`src/rtl/avalon_sram_ctrl.sv`:
```
// Avalon-MM responder that serves 32-bit dbus requests from a 16-bit asynchronous SRAM.
// Optional build macro SRAM_SKIP_UNUSED_HALF_EN skips halfword phases whose byte enables are all zero.

package avalon_sram_ctrl_pkg;

  typedef struct packed {
    logic        read;
    logic        write;
    logic [31:0] address;
    logic [31:0] writedata;
    logic [3:0]  byte_enable;
  } avalon_req_t;

  typedef struct packed {
    logic [31:0] readdata;
    logic        readdatavalid;
    logic        waitrequest;
  } avalon_resp_t;

endpackage

module avalon_sram_ctrl
  import avalon_sram_ctrl_pkg::*;
#(
  parameter int ADDR_W      = 18,
  parameter int WAIT_CYCLES = 2
) (
  input  logic              clk,
  input  logic              rst,
  input  avalon_req_t       dbus_avalon_req,
  output avalon_resp_t      dbus_avalon_resp,
  output logic [ADDR_W-1:0] sram_addr,
  output logic [15:0]       sram_dq_write,
  input  logic [15:0]       sram_dq_read,
  output logic              sram_dq_en,
  output logic              sram_ce_n,
  output logic              sram_oe_n,
  output logic              sram_we_n,
  output logic              sram_ub_n,
  output logic              sram_lb_n
);

  localparam int CNT_W = (WAIT_CYCLES < 1) ? 1 : $clog2(WAIT_CYCLES + 1);
  localparam logic [CNT_W-1:0] CNT_LAST = CNT_W'(WAIT_CYCLES);

  typedef enum logic [1:0] {
    IDLE = 2'd0,
    LO   = 2'd1,
    HI   = 2'd2,
    DONE = 2'd3
  } state_t;

  state_t             state;
  state_t             state_nxt;
  logic [CNT_W-1:0]   cnt;
  logic               last_cyc;
  logic               req_vld;
  logic [1:0]         half_be;

  logic [ADDR_W-2:0]  addr_p0;
  logic [31:0]        wdata_p0;
  logic [3:0]         be_p0;
  logic               wr_p0;
  logic [31:0]        data_p0;

  logic [31:0]        readdata_p1;
  logic               vld_p1;

  logic               unused_addr;

  // Keeps only the bytes that were actually selected; deselected lanes float on the pads.
  function automatic logic [15:0] lane_mask(input logic [15:0] dq, input logic [1:0] be);
    return {be[1] ? dq[15:8] : 8'h00, be[0] ? dq[7:0] : 8'h00};
  endfunction

  function automatic state_t first_phase(input logic [3:0] be);
`ifdef SRAM_SKIP_UNUSED_HALF_EN
    if (be[1:0] != 2'b00)      return LO;
    else if (be[3:2] != 2'b00) return HI;
    else                       return DONE;
`else
    return (be != 4'b0000) ? LO : DONE;
`endif
  endfunction

  function automatic state_t after_lo(input logic [3:0] be);
`ifdef SRAM_SKIP_UNUSED_HALF_EN
    return (be[3:2] != 2'b00) ? HI : DONE;
`else
    return (be != 4'b0000) ? HI : DONE;
`endif
  endfunction

  assign req_vld     = dbus_avalon_req.read | dbus_avalon_req.write;
  assign last_cyc    = (cnt == CNT_LAST);
  assign half_be     = (state == HI) ? be_p0[3:2] : be_p0[1:0];
  assign unused_addr = ^{dbus_avalon_req.address[31:ADDR_W+1], dbus_avalon_req.address[1:0]};

  always_ff @(posedge clk or posedge rst) begin
    if (rst) begin
      state <= IDLE;
      cnt   <= '0;
    end else begin
      state <= state_nxt;
      if (state_nxt != state)
        cnt <= '0;
      else if (state == LO || state == HI)
        cnt <= cnt + 1'b1;
    end
  end

  always_comb begin
    state_nxt = state;
    case (state)
      IDLE:    if (req_vld) state_nxt = first_phase(dbus_avalon_req.byte_enable);
      LO:      if (last_cyc) state_nxt = after_lo(be_p0);
      HI:      if (last_cyc) state_nxt = DONE;
      DONE:    state_nxt = IDLE;
      default: state_nxt = IDLE;
    endcase
  end

  always_comb begin
    sram_addr     = '0;
    sram_dq_write = '0;
    sram_dq_en    = 1'b0;
    sram_ce_n     = 1'b1;
    sram_oe_n     = 1'b1;
    sram_we_n     = 1'b1;
    sram_ub_n     = 1'b1;
    sram_lb_n     = 1'b1;
    dbus_avalon_resp.readdata      = readdata_p1;
    dbus_avalon_resp.readdatavalid = vld_p1;
    dbus_avalon_resp.waitrequest   = (state != DONE);
    if (state == LO || state == HI) begin
      sram_addr = {addr_p0, state == HI};
      sram_ce_n = 1'b0;
      sram_ub_n = ~half_be[1];
      sram_lb_n = ~half_be[0];
      if (wr_p0) begin
        // we_n rises on the last phase cycle so data is held past the write strobe.
        sram_dq_en    = 1'b1;
        sram_dq_write = (state == HI) ? wdata_p0[31:16] : wdata_p0[15:0];
        sram_we_n     = last_cyc;
      end else begin
        sram_oe_n = 1'b0;
      end
    end
  end

  // Stage p0: request latched in IDLE, read halfwords assembled at the end of each phase.
  always_ff @(posedge clk) begin
    if (state == IDLE && req_vld) begin
      addr_p0  <= dbus_avalon_req.address[ADDR_W:2];
      wdata_p0 <= dbus_avalon_req.writedata;
      be_p0    <= dbus_avalon_req.byte_enable;
      wr_p0    <= dbus_avalon_req.write;
      data_p0  <= '0;
    end
    if (state == LO && last_cyc && !wr_p0)
      data_p0[15:0] <= lane_mask(sram_dq_read, be_p0[1:0]);
    if (state == HI && last_cyc && !wr_p0)
      data_p0[31:16] <= lane_mask(sram_dq_read, be_p0[3:2]);
  end

  // Stage p1: read response, one cycle after the DONE handshake.
  always_ff @(posedge clk or posedge rst) begin
    if (rst) begin
      vld_p1      <= 1'b0;
      readdata_p1 <= '0;
    end else begin
      vld_p1 <= (state == DONE) && !wr_p0;
      if (state == DONE && !wr_p0)
        readdata_p1 <= data_p0;
    end
  end

endmodule

```
`config.mk`:
```
export PLATFORM = sky130hd
export DESIGN_NAME = avalon_sram_ctrl
export DESIGN_NICKNAME = d
export VERILOG_FILES = /design/src/rtl/avalon_sram_ctrl.sv
export SDC_FILE = /design/constraint.sdc
export NUM_CORES = 1
export LEC_CHECK = 0
export ABC_AREA = 1
export BUFFER_PORTS_ARGS = -buffer_cell sky130_fd_sc_hd__buf_2
export CORE_MARGIN = 2
export CORE_UTILIZATION = 50
export CTS_CLUSTER_DIAMETER = 80
export DETAILED_ROUTE_END_ITERATION = 16
export PLACE_DENSITY_LB_ADDON = 0.15
export SETUP_SLACK_MARGIN = 0.5
export SKIP_LAST_GASP = 1
export SYNTH_ARGS = -nofsm -noshare
export SYNTH_HDL_FRONTEND = slang
export SYNTH_SLANG_ARGS = --single-unit
export TNS_END_PERCENT = 30
```
`constraint.sdc`:
```
create_clock -name clk -period 4.6 [get_ports clk]
set_input_delay 0.69 -clock clk [delete_from_list [all_inputs] [get_ports clk]]
set_output_delay 0.69 -clock clk [all_outputs]
set_load 0.005 [all_outputs]
```
### After elaboration in Yosys (flattened, before gate mapping)

Index checks and enable logic that the tools add are counted.

| storage, ports and cells | value |
|---|---|
| register bits after elaboration | 123 |
| word-level logic and storage cells | 62 |

| cells by class | value |
|---|---|
| add/sub/neg operators | 1 |
| eq/ne operators | 6 |
| muxes and demuxes | 28 |
| bitwise gates (word level) | 3 |
| reduce and logical (&&, ||, !) cells | 14 |

Operators by type and width:

| kind | number |
|---|---|
| $mux 16 | 5 |
| $mux 32 | 1 |
| $mux 8 | 4 |
| $mux 18 | 1 |
| $mux 2 | 7 |
| $mux 1 | 9 |
| $pmux 2 s4 | 1 |
| $reduce_bool 4->1 | 2 |
| $eq 2x2->1 const B | 3 |
| $logic_and 1x1->1 | 6 |
| $reduce_bool 2->1 | 3 |
| $add 2x1->2 const B | 1 |
| $eq 2x1->1 const B | 1 |
| $logic_not 2->1 | 1 |
| $ne 2x2->1 | 1 |
| $ne 2x2->1 const B | 1 |
| $not 1->1 | 2 |
| $logic_not 1->1 | 1 |
| $logic_or 1x1->1 | 1 |
| $or 1x1->1 | 1 |

### Depth between registers and ports, before layout

Gate-level depths: netlist of the first run.

| logic depth | value |
|---|---|
| depth after elaboration | 6 |
| depth in mapped cells | 10 |

### Worst setup path after synthesis of the first run

No wires, ideal clock.

| timing path | value |
|---|---|
| path type | input -> register |
| from | in dbus_avalon_req[68] (netlist name) |
| to | reg data_p0[0], enable pin |
| library setup time | 336 ps |
| data arrival time | 3,642 ps |
| required time | 4,264 ps |
| slack | 621 ps |
| cell stages on the path | 3 |
| buffers on the path | 0 |
| path through | nor2_1 -> nor2_1 -> or2_2 |

| between the ends | value |
|---|---|
| cells in the longest elaborated chain, start to end | 3 |

Ends and longest elaborated chain:

| what | RTL line | RTL |
|---|---|---|
| from (decl) | 30 | `input avalon_req_t dbus_avalon_req,` |
| $or 1x1->1 | 94 | `assign req_vld = dbus_avalon_req.read \| dbus_avalon_req.write;` |
| $logic_and 1x1->1 | 153 | `if (state == IDLE && req_vld) begin` |
| $reduce_bool 2->1 (no line) | - |  |
| to (signal assigned) | 161 | `data_p0[15:0] <= lane_mask(sram_dq_read, be_p0[1:0]);` |
| to (decl) | 64 | `logic [31:0] data_p0;` |

Every way passes these cells.
A chain may end at the register's enable or synchronous reset.

### Worst setup path after layout of the first run

| timing path | value |
|---|---|
| from | reg state[1] |
| to | out sram_dq_write[8] |

| between the ends | value |
|---|---|
| cells in the longest elaborated chain, start to end | 4 |

Ends and longest elaborated chain:

| what | RTL line | RTL |
|---|---|---|
| from (decl) | 53 | `state_t state;` |
| from (signal assigned) | 104 | `state <= state_nxt;` |
| $eq 2x2->1 | 135, 143 |  |
| $mux 16 | 143 | `sram_dq_write = (state == HI) ? wdata_p0[31:16] : wdata_p0[15:0];` |
| $mux 16 | 140 | `if (wr_p0) begin` |
| $mux 16 (*) | 135 | `if (state == LO \|\| state == HI) begin` |
| to (decl) | 33 | `output logic [15:0] sram_dq_write,` |

Every way passes the cells marked *; elsewhere a longest branch is shown, timed or not.

==> flow_summary.json, run 1 <==
{
  "routed_wl_mm": 9.57,
  "drt_iter0_markers": 124,
  "hold_class": "in2async",
  "insertion_delay_ns": 0.52,
  "drcViolationCount": 0,
  "worstPathArrival_ns": 2.78,
  "antenna_found_initial": 0,
  "critical_path_class": "reg2out",
  "first_pass_iters": 5,
  "leakage_nw": 3.09,
  "die_w_um": 103,
  "grt_pass1_wl_mm": 15.2,
  "start_kind": "flip-flop",
  "drv_slew": 0,
  "io-pin-count": 162,
  "syn_area_um2": 4870,
  "dp_hpwl_mm": 6.43,
  "ys_types": 21,
  "cts.sinks": 123,
  "grt_busiest_layer": "met2",
  "period_minus_slack_ns": 3.47,
  "post-route-period-util_pct": 75.4,
  "ir_worst_vdd_uv": 307,
  "via_per_inst": 4.61,
  "cts_buffers": 17,
  "register_area_um2": 3510,
  "r2r_cells": 5,
  "critPathMaxFanout": 22,
  "track_usage_pct": 19.4,
  "rsz0062_at_grt": "no",
  "multi_input_area_um2": 1100,
  "rows": 36,
  "avgSynthCellArea_um2": 11.0,
  "yosys_warnings": 0,
  "skew_ns": 0.00649,
  "total_power_mw": 4.12,
  "cap_violations": 0,
  "grt_overflow": 0,
  "syn_inst": 441,
  "cts-htree-levels": 4,
  "cts_resized": 0,
  "outcome": "finished clean",
  "synth_seq_area_share_pct": 72.1,
  "pwr-share-clk_pct": 28.4,
  "met2_usage_pct": 31.7,
  "postCtsSetupRepairBufs": 0,
  "nNetsFinal": 689,
  "fillCellCount": 817,
  "grt_pass1_vias": 3321,
  "fmax_mhz": 288,
  "root_buffer": "clkbuf_8",
  "switching_share_pct": 31.9,
  "worst_pin_slew_ns": 0.809,
  "intPower_mw": 2.81,
  "postRouteAntennaNets": 0,
  "fp.dieArea_um2": 10500,
  "cts_max_path_buffers": 2,
  "routedWlPerCell_um": 12.9,
  "clkTransAtPathRegs_ns": 0.05,
  "p_seq_share_pct": 44.0,
  "relSlewSlack_pct": 46.0,
  "cp-end-kind": "output port",
  "ys_ff_latch": 123,
  "setup_slack_ns": 1.13,
  "globalRouteMet1Util_pct": 23.1,
  "cts_tree": "done",
  "fin_tns_setup_ns": 0,
  "n_antenna_cell": 0,
  "grt_use_met3_pct": 7.46,
  "place_ws_ns": 1.63,
  "syn_to_final_growth_pct": 28.0,
  "synth_nets": 536,
  "cp.required_ns": 3.91,
  "port_buffers": 146,
  "gp_congestion": 0.780,
  "drive_gt1_share_pct": 30.6,
  "grt_max_degree": 55,
  "die_h_um": 103,
  "switchingPower_mw": 1.32,
  "hold_viol_final": 0,
  "initial_core_util_pct": 50.7,
  "core-area_um2": 9590,
  "p_comb_share_pct": 27.7,
  "p_per_area_nw_per_um2": 662,
  "setup_viol": 0,
  "postCtsHoldBufs": 0,
  "route.vias.total": 3408
}
[per-layer routing]
metal | wire [um] | vias up
li1 | - | 1707
met1 | 3980 | 1564
met5 | 0 | -
met4 | 128 | 0
met2 | 4710 | 126
met3 | 746 | 11
[cells in the final DEF (no fill, tap or decap), types with 2 or more instances in the layout]
| master | instances |
|---|---|
| buf_2 | 146 |
| nand2_1 | 132 |
| edfxtp_1 | 86 |
| nor2_1 | 75 |
| inv_1 | 46 |
| dfrtp_1 | 37 |
| nor3_1 | 16 |
| clkbuf_16 | 16 |
| nand3_1 | 7 |
| ha_1 | 7 |
| o21ai_0 | 5 |
| clkinvlp_4 | 4 |
| nand2_2 | 3 |
| a21oi_1 | 3 |
| or2_2 | 3 |
| clkinv_2 | 3 |
| clkbuf_1 | 3 |
| nor2_4 | 2 |
| inv_2 | 2 |
| clkinv_1 | 2 |
| buf_4 | 2 |
[cells by family after synthesis]
family          Yosys count  synth area share, %
compound gates            8                0.822
xor+xnor                  1                0.180
fa+ha+maj                 7                 1.80
buf+inv                  62                 5.40
flops                   123                 72.1
simple gates            240                 19.7
[registers in the layout, indices dropped and copies added, names as in the netlist]
name	count
vld_p1	1
data_p0	32
be_p0	4
wr_p0	1
wdata_p0	32
cnt	2
state	2
addr_p0	17
readdata_p1	32
[cell usage after synthesis]
cell | n | area [um2]
nor2_4 | 1 | 11.3
inv_2 | 2 | 7.51
or2_2 | 3 | 18.8
inv_1 | 46 | 173
nor3_2 | 1 | 10.0
buf_6 | 1 | 11.3
nand3_1 | 7 | 35.0
nand2_2 | 3 | 18.8
dfrtp_1 | 37 | 926
ha_1 | 7 | 87.6
o21ai_0 | 5 | 25.0
clkbuf_1 | 1 | 3.75
and2_1 | 1 | 6.26
nand2_1 | 132 | 495
nor2_1 | 76 | 285
buf_4 | 3 | 22.5
edfxtp_1 | 86 | 2580
xnor2_1 | 1 | 8.76
a21oi_1 | 3 | 15.0
buf_2 | 9 | 45.0
nor3_1 | 16 | 80.1
[final timing paths]
check                               startpoint                to  slack (ns)
setup reg to reg                      state[0]       data_p0[26]        1.80
max in group asynchronous                  rst            cnt[0]        3.99
setup / recovery                      state[1]  sram_dq_write[8]        1.13
hold reg to reg                    data_p0[19]   readdata_p1[19]        0.44
hold / removal                             rst    readdata_p1[0]        0.27
min in group clk           dbus_avalon_req[49]       addr_p0[11]        0.34
[through the flow]
step / hold WS, ns / std cells / utilization (%) / area [um2]
after floorplan: 0.425 / 441 / - / 4870
after global placement: 0.431 / 708 / 59.5 / 5710
after detailed placement: 0.433 / 708 / 59.5 / 5710
after CTS: 0.278 / 740 / 64.9 / 6230
after global routing: 0.318 / 740 / 64.9 / 6230
final: 0.270 / 740 / 64.9 / 6230
[critical path, cell delays in order, from the launching register on]
cell and delay [ns]:
dfrtp_1 0.46, inv_1 0.14, ha_1 0.77, nand2_2 0.38, nor3_1 0.33, buf_2 0.17
[area by class of cell]
cell class	count	area share (%)
Multi-Input combinational cell	256	17.7
Tap cell	133	2.67
Clock inverter	12	1.61
Timing Repair Buffer	148	12.0
Clock buffer	20	6.83
Inverter	48	2.89
Sequential cell	123	56.3
[power by group through the flow]
stage / registers [mW] / logic (mW) / clock network [mW]
after floorplan: 1.83 / 0.669 / 0
after global placement: 1.82 / 1.13 / 0
after detailed placement: 1.84 / 1.16 / 0
after CTS: 1.82 / 1.17 / 1.19
after global routing: 1.86 / 1.32 / 1.24
final: 1.81 / 1.14 / 1.17
No activity file was read; power rests on OpenSTA's default activity.
==> run 2: changes to the inputs <==
ABC_AREA = 0   (was 1)
clock period = 3.6 ns   (was 4.6 ns; I/O delays follow)
==> flow_summary.json, run 2 <==
{
  "outcome": "finished clean",
  "synth_seq_area_share_pct": 72.1,
  "place_ws_ns": 0.956,
  "insertion_delay_ns": 0.51,
  "initial_core_util_pct": 52.1,
  "routed_wl_mm": 9.30,
  "grt_max_degree": 55,
  "n_antenna_cell": 0,
  "rsz0062_at_grt": "no",
  "setup_slack_ns": 0.740,
  "synth_top_area_share_pct": 53.1,
  "ys_types": 33,
  "grt_pass1_vias": 3018,
  "fmax_mhz": 350,
  "synth.most_common_cell": "edfxtp_1",
  "cp-end-kind": "output port",
  "synth_edf_count": 86,
  "fin_area_um2": 6320,
  "setup_viol": 0,
  "synthTopCellsByCount": "edfxtp_1, and2_1, dfrtp_1",
  "critPathMaxFanout": 19,
  "grt_pass1_wl_mm": 14.6,
  "drv_slew": 0,
  "muxShareOfSynthArea_pct": 11.2,
  "port_buffers": 146,
  "clkTransAtPathRegs_ns": 0.06,
  "route.vias.total": 3003,
  "mostFrequentLayoutCell": "buf_2",
  "fillCellCount": 685,
  "period_minus_slack_ns": 2.86,
  "avgSynthCellArea_um2": 15.7,
  "dpl_cell_area_um2": 5730,
  "ys.flop_type": "edfxtp_1",
  "yosys_warnings": 0,
  "synthSimpleGateAreaFrac_pct": 11.1,
  "synth_xor_xnor_area_share_pct": 0.180,
  "antenna_found_initial": 0,
  "skew_ns": 0.00789,
  "post-route-period-util_pct": 79.4,
  "drt_iter0_markers": 96,
  "synth_nets": 404,
  "syn_to_final_growth_pct": 30.0,
  "p_per_area_nw_per_um2": 881,
  "synthAdderAreaFrac_pct": 1.80,
  "postRouteAntennaNets": 0,
  "layout_common_cells": "buf_2, edfxtp_1, and2_1",
  "drcViolationCount": 0,
  "ir_worst_vdd_uv": 512,
  "ys_ff_latch": 123,
  "postCtsSetupRepairBufs": 0,
  "rows": 35,
  "cp.required_ns": 3.06,
  "relSlewSlack_pct": 27.4,
  "hold_viol_final": 0,
  "cts_max_path_buffers": 2,
  "root_buffer": "clkbuf_8",
  "cts.sinks": 123,
  "track_usage_pct": 18.9,
  "drive_gt1_share_pct": 46.3,
  "grt_overflow": 0,
  "cts_buffers": 17,
  "cts-htree-levels": 4,
  "synth_compound_area_share_pct": 1.96,
  "multi_input_area_um2": 1290,
  "nNetsFinal": 561,
  "gp_congestion": 0.829,
  "leakage_nw": 2.76,
  "dp_hpwl_mm": 6.23,
  "yosysTopAreaCell": "edfxtp_1",
  "top_regs": "data_p0 x32, readdata_p1 x32, wdata_p0 x32",
  "syn_area_um2": 4860,
  "die_w_um": 103,
  "fp.dieArea_um2": 10500,
  "worst_pin_slew_ns": 1.09,
  "cap_violations": 0,
  "via_per_inst": 4.94,
  "syn_inst": 309,
  "fin_tns_setup_ns": 0,
  "critical_path_class": "reg2out",
  "register_area_um2": 3510,
  "synth_top_family_by_area": "multiplexers",
  "total_power_mw": 5.57,
  "die_h_um": 103,
  "first_pass_iters": 4,
  "io-pin-count": 162,
  "routedWlPerCell_um": 15.3,
  "async_reset_ff_share_pct": 30.1,
  "core-area_um2": 9330,
  "cts_tree": "done",
  "start_kind": "flip-flop",
  "worstPathArrival_ns": 2.32,
  "hold_class": "in2reg",
  "synth_area_leaders": "edfxtp_1, dfrtp_1, mux2_2, and2_1, mux2i_1"
}
-- run 2: cell types whose count changed in the layout (fill, tap and decap cells not counted), sizes merged, moves of 4 or more --
| cell | previous run | this run |
|---|---|---|
| and2 | 1 | 49 |
| and3 | 0 | 4 |
| inv | 49 | 11 |
| mux2 | 0 | 34 |
| mux2i | 0 | 16 |
| nand2 | 135 | 8 |
| nand3 | 7 | 0 |
| nor2 | 77 | 21 |
| nor3 | 17 | 3 |
| o21ai | 5 | 1 |
-- run 2: final timing paths --
| check | end | slack, ns | cells past startpoint | startpoint |
|---|---|---|---|---|
| max reg2reg | wdata_p0[3] | 1.41 | 4 | state[1] |
| max in group asynchronous | readdata_p1[21] | 2.62 | 3 | rst |
| min reg2reg | readdata_p1[4] | 0.47 | 1 | data_p0[4] |
| min in group asynchronous | readdata_p1[10] | 0.25 | 2 | rst |
| min | addr_p0[3] | 0.20 | 1 | dbus_avalon_req[41] |
| max | sram_dq_write[5] | 0.74 | 6 | state[0] |
-- run 2: power breakdown --
part	leakage (nW)	total [mW]	switching [mW]	internal [mW]
Combinational	1.19	1.64	0.877	0.762
Sequential	1.28	2.29	0.188	2.10
Clock	0.282	1.64	0.613	1.03
Total	2.76	5.57	1.68	3.89
-- run 2: area by class of cell --
type	instances	area share, %
Clock buffer	20	7.05
Clock inverter	12	2.18
Inverter	8	0.475
Multi-Input combinational cell	167	20.3
Sequential cell	123	55.5
Tap cell	129	2.55
Timing Repair Buffer	149	11.9
-- run 2: metrics by stage --
| step | std cells | hold slack (ns) | util [%] |
|---|---|---|---|
| CTS | 608 | 0.181 | 67.8 |
| detailed placement | 576 | 0.462 | 61.5 |
| global placement | 576 | 0.456 | 61.5 |
| finish | 608 | 0.204 | 67.8 |
| floorplan | 309 | 0.454 | - |
| global route | 608 | 0.176 | 67.8 |
-- run 2: cell families (layout without fill, tap and decap cells) --
family / Yosys count / count (layout)
xor+xnor: 1 / 1
mux: 50 / 50
flops: 123 / 123
fa+ha+maj: 7 / 7
simple gates: 96 / 96
compound gates: 13 / 13
buf+inv: 19 / 189
-- run 2: critical path, stage by stage (launching register included) --
cell	delay (ns)
dfrtp_1	0.47
inv_2	0.14
ha_2	0.49
buf_4	0.28
mux2i_1	0.22
nor2_1	0.06
buf_2	0.14
-- run 2: timing repair --
item,in CTS,in global routing
endpoints found under the hold margin,0,0
pin swaps,0,0
hold buffers,0,0
gates resized for setup,1,1
setup endpoints to repair,8,1
-- run 2: routing by layer --
metal / part of all wire, % / vias up / GRT usage (%)
li1: - / 1427 / -
met1: 42 / 1430 / 22.4
met2: 48 / 129 / 30.2
met3: 8.5 / 17 / 8.47
met4: 2.0 / 0 / 7.90
met5: 0 / - / 0
==> run 3: changes to the inputs <==
ABC_AREA = 1   (was 0)
CORE_UTILIZATION = 45   (was 50)
clock period = 2.5 ns   (was 3.6 ns; I/O delays follow)
==> flow_summary.json, run 3 (synthesized netlist as in run 1, its figures left out) <==
{
  "n_antenna_cell": 0,
  "initial_core_util_pct": 46.7,
  "cp.required_ns": 2.12,
  "track_usage_pct": 19.0,
  "worstPathArrival_ns": 1.79,
  "wl_met3_um": 774,
  "drv_slew": 0,
  "rows": 37,
  "rsz0062_at_grt": "yes",
  "fp.dieArea_um2": 11700,
  "grt_pass1_vias": 3524,
  "layout_common_cells": "buf_2, nand2_1, edfxtp_1",
  "grt_max_degree": 38,
  "routed-wl-met2_mm": 5.12,
  "nNetsFinal": 704,
  "postRouteAntennaNets": 0,
  "root_buffer": "clkbuf_8",
  "critPathMaxFanout": 8,
  "top_regs": "data_p0 x32, readdata_p1 x32, wdata_p0 x32",
  "start_kind": "flip-flop",
  "period_minus_slack_ns": 2.16,
  "slowest_stage": "dfrtp_2",
  "outcome": "finished clean",
  "critPathMaxStageDelay_ns": 0.42,
  "cts_max_path_buffers": 2,
  "hold_viol_final": 0,
  "route.vias.total": 3528,
  "path_cells": "inv_4 -> ha_4 -> nand2_8 -> nor3_2 -> buf_2",
  "grt_overflow": 0,
  "skew_ns": 0.0130,
  "first_pass_iters": 7,
  "dpl_cell_area_um2": 5750,
  "gp_congestion": 0.760,
  "cts.sinks": 123,
  "cts_buffers": 17,
  "die_w_um": 108,
  "hold_class": "in2reg",
  "via_per_inst": 4.65,
  "top_layer_used": "met4",
  "leakage_nw": 3.24,
  "cts_tree": "done",
  "dp_hpwl_mm": 6.77,
  "drt_iter0_markers": 162,
  "mostFrequentLayoutCell": "buf_2",
  "fin_util_pct": 63.3,
  "syn_to_final_growth_pct": 35.3,
  "grt_pass1_wl_mm": 16.7,
  "fmax_mhz": 462,
  "cts-htree-levels": 4,
  "fin_area_um2": 6590,
  "antenna_found_initial": 0,
  "setup_viol": 0,
  "io-pin-count": 162,
  "worst_pin_slew_ns": 0.618,
  "core-area_um2": 10400,
  "insertion_delay_ns": 0.51,
  "port_buffers": 146,
  "fin_tns_setup_ns": 0,
  "ir_worst_vdd_uv": 658,
  "drive_gt1_share_pct": 36.5,
  "post-route-period-util_pct": 86.5,
  "wl_met1_mm": 4.47,
  "cp-end-kind": "output port",
  "relSlewSlack_pct": 58.8,
  "routedWlPerCell_um": 13.8,
  "critical_path_class": "reg2out",
  "cap_violations": 0,
  "drcViolationCount": 0,
  "routed_wl_mm": 10.5,
  "die_h_um": 108,
  "clkTransAtPathRegs_ns": 0.06,
  "p_per_area_nw_per_um2": 1260
}
==> run 3: changes by cell type in the layout (fill, tap and decap cells not counted), sizes merged, moves of 12 or more <==
| cell | before | now |
|---|---|---|
| inv | 11 | 49 |
| and2 | 49 | 1 |
| nand2 | 8 | 136 |
| mux2 | 34 | 0 |
| buf | 149 | 161 |
| nor2 | 21 | 77 |
| nor3 | 3 | 17 |
| mux2i | 16 | 0 |
==> run 3: repair_timing <==
item	4_1_cts	5_1_grt
setup buffers	9	1
gates resized for setup	32	3
pin swaps	16	2
hold buffers	1	0
hold endpoints to repair	37	0
setup endpoints to repair	40	39
cloned	1	0
==> run 3: where the power goes <==
| part | leakage [nW] | switching, mW | internal, mW |
|---|---|---|---|
| clock network | 0.278 | 0.888 | 1.47 |
| logic | 1.67 | 1.49 | 1.07 |
| registers | 1.29 | 0.303 | 3.05 |
| total | 3.24 | 2.68 | 5.60 |
==> run 3: routing by layer <==
| metal | vias up | global-route usage [%] |
|---|---|---|
| met3 | 11 | 7.78 |
| li1 | 1742 | - |
| met2 | 114 | 30.5 |
| met5 | - | 0 |
| met4 | 0 | 7.42 |
| met1 | 1661 | 23.1 |
==> run 3: critical path: cells and delay by family (launching register included) <==
| kind | cells | cell delay [ns] |
|---|---|---|
| adder cells (fa/ha/maj) | 1 | 0.37 |
| buffers and inverters | 2 | 0.19 |
| flip-flops | 1 | 0.42 |
| AND/OR/NAND/NOR | 2 | 0.31 |
==> run 3: worst paths after layout <==
check                                          from  slack, ns          endpoint  cells after the start
worst max-delay path                       state[1]       0.34  sram_dq_write[4]                      5
worst min-delay path            dbus_avalon_req[30]       0.04      wdata_p0[26]                      1
worst max register to register             state[0]       0.71       data_p0[11]                      6
worst min register to register          data_p0[17]       0.45   readdata_p1[17]                      2
max in group asynchronous                       rst       1.62          state[1]                      4
min in group asynchronous                       rst       0.53    readdata_p1[2]                      4
==> run 3: stage by stage <==
stage / power [mW] / hold WS [ns] / std cells / setup WS (ns)
6_report: 8.27 / 0.0363 / 758 / 0.337
5_1_grt: 8.82 / 0.00809 / 758 / 0.256
4_1_cts: 8.32 / 0.0137 / 757 / 0.318
3_5_place_dp: 5.59 / 0.434 / 714 / 0.373
3_3_place_gp: 5.51 / 0.431 / 714 / 0.411
2_1_floorplan: 4.63 / 0.425 / 441 / 0.270
==> run 3: area by class of cell <==
type,count,area [um2]
multi-input cells,257,1250
well taps,136,170
inverters,48,193
fillers,902,3830
flip-flops and latches,123,3510
repair buffers,162,880
clock inverters,14,145
clock buffers,18,439
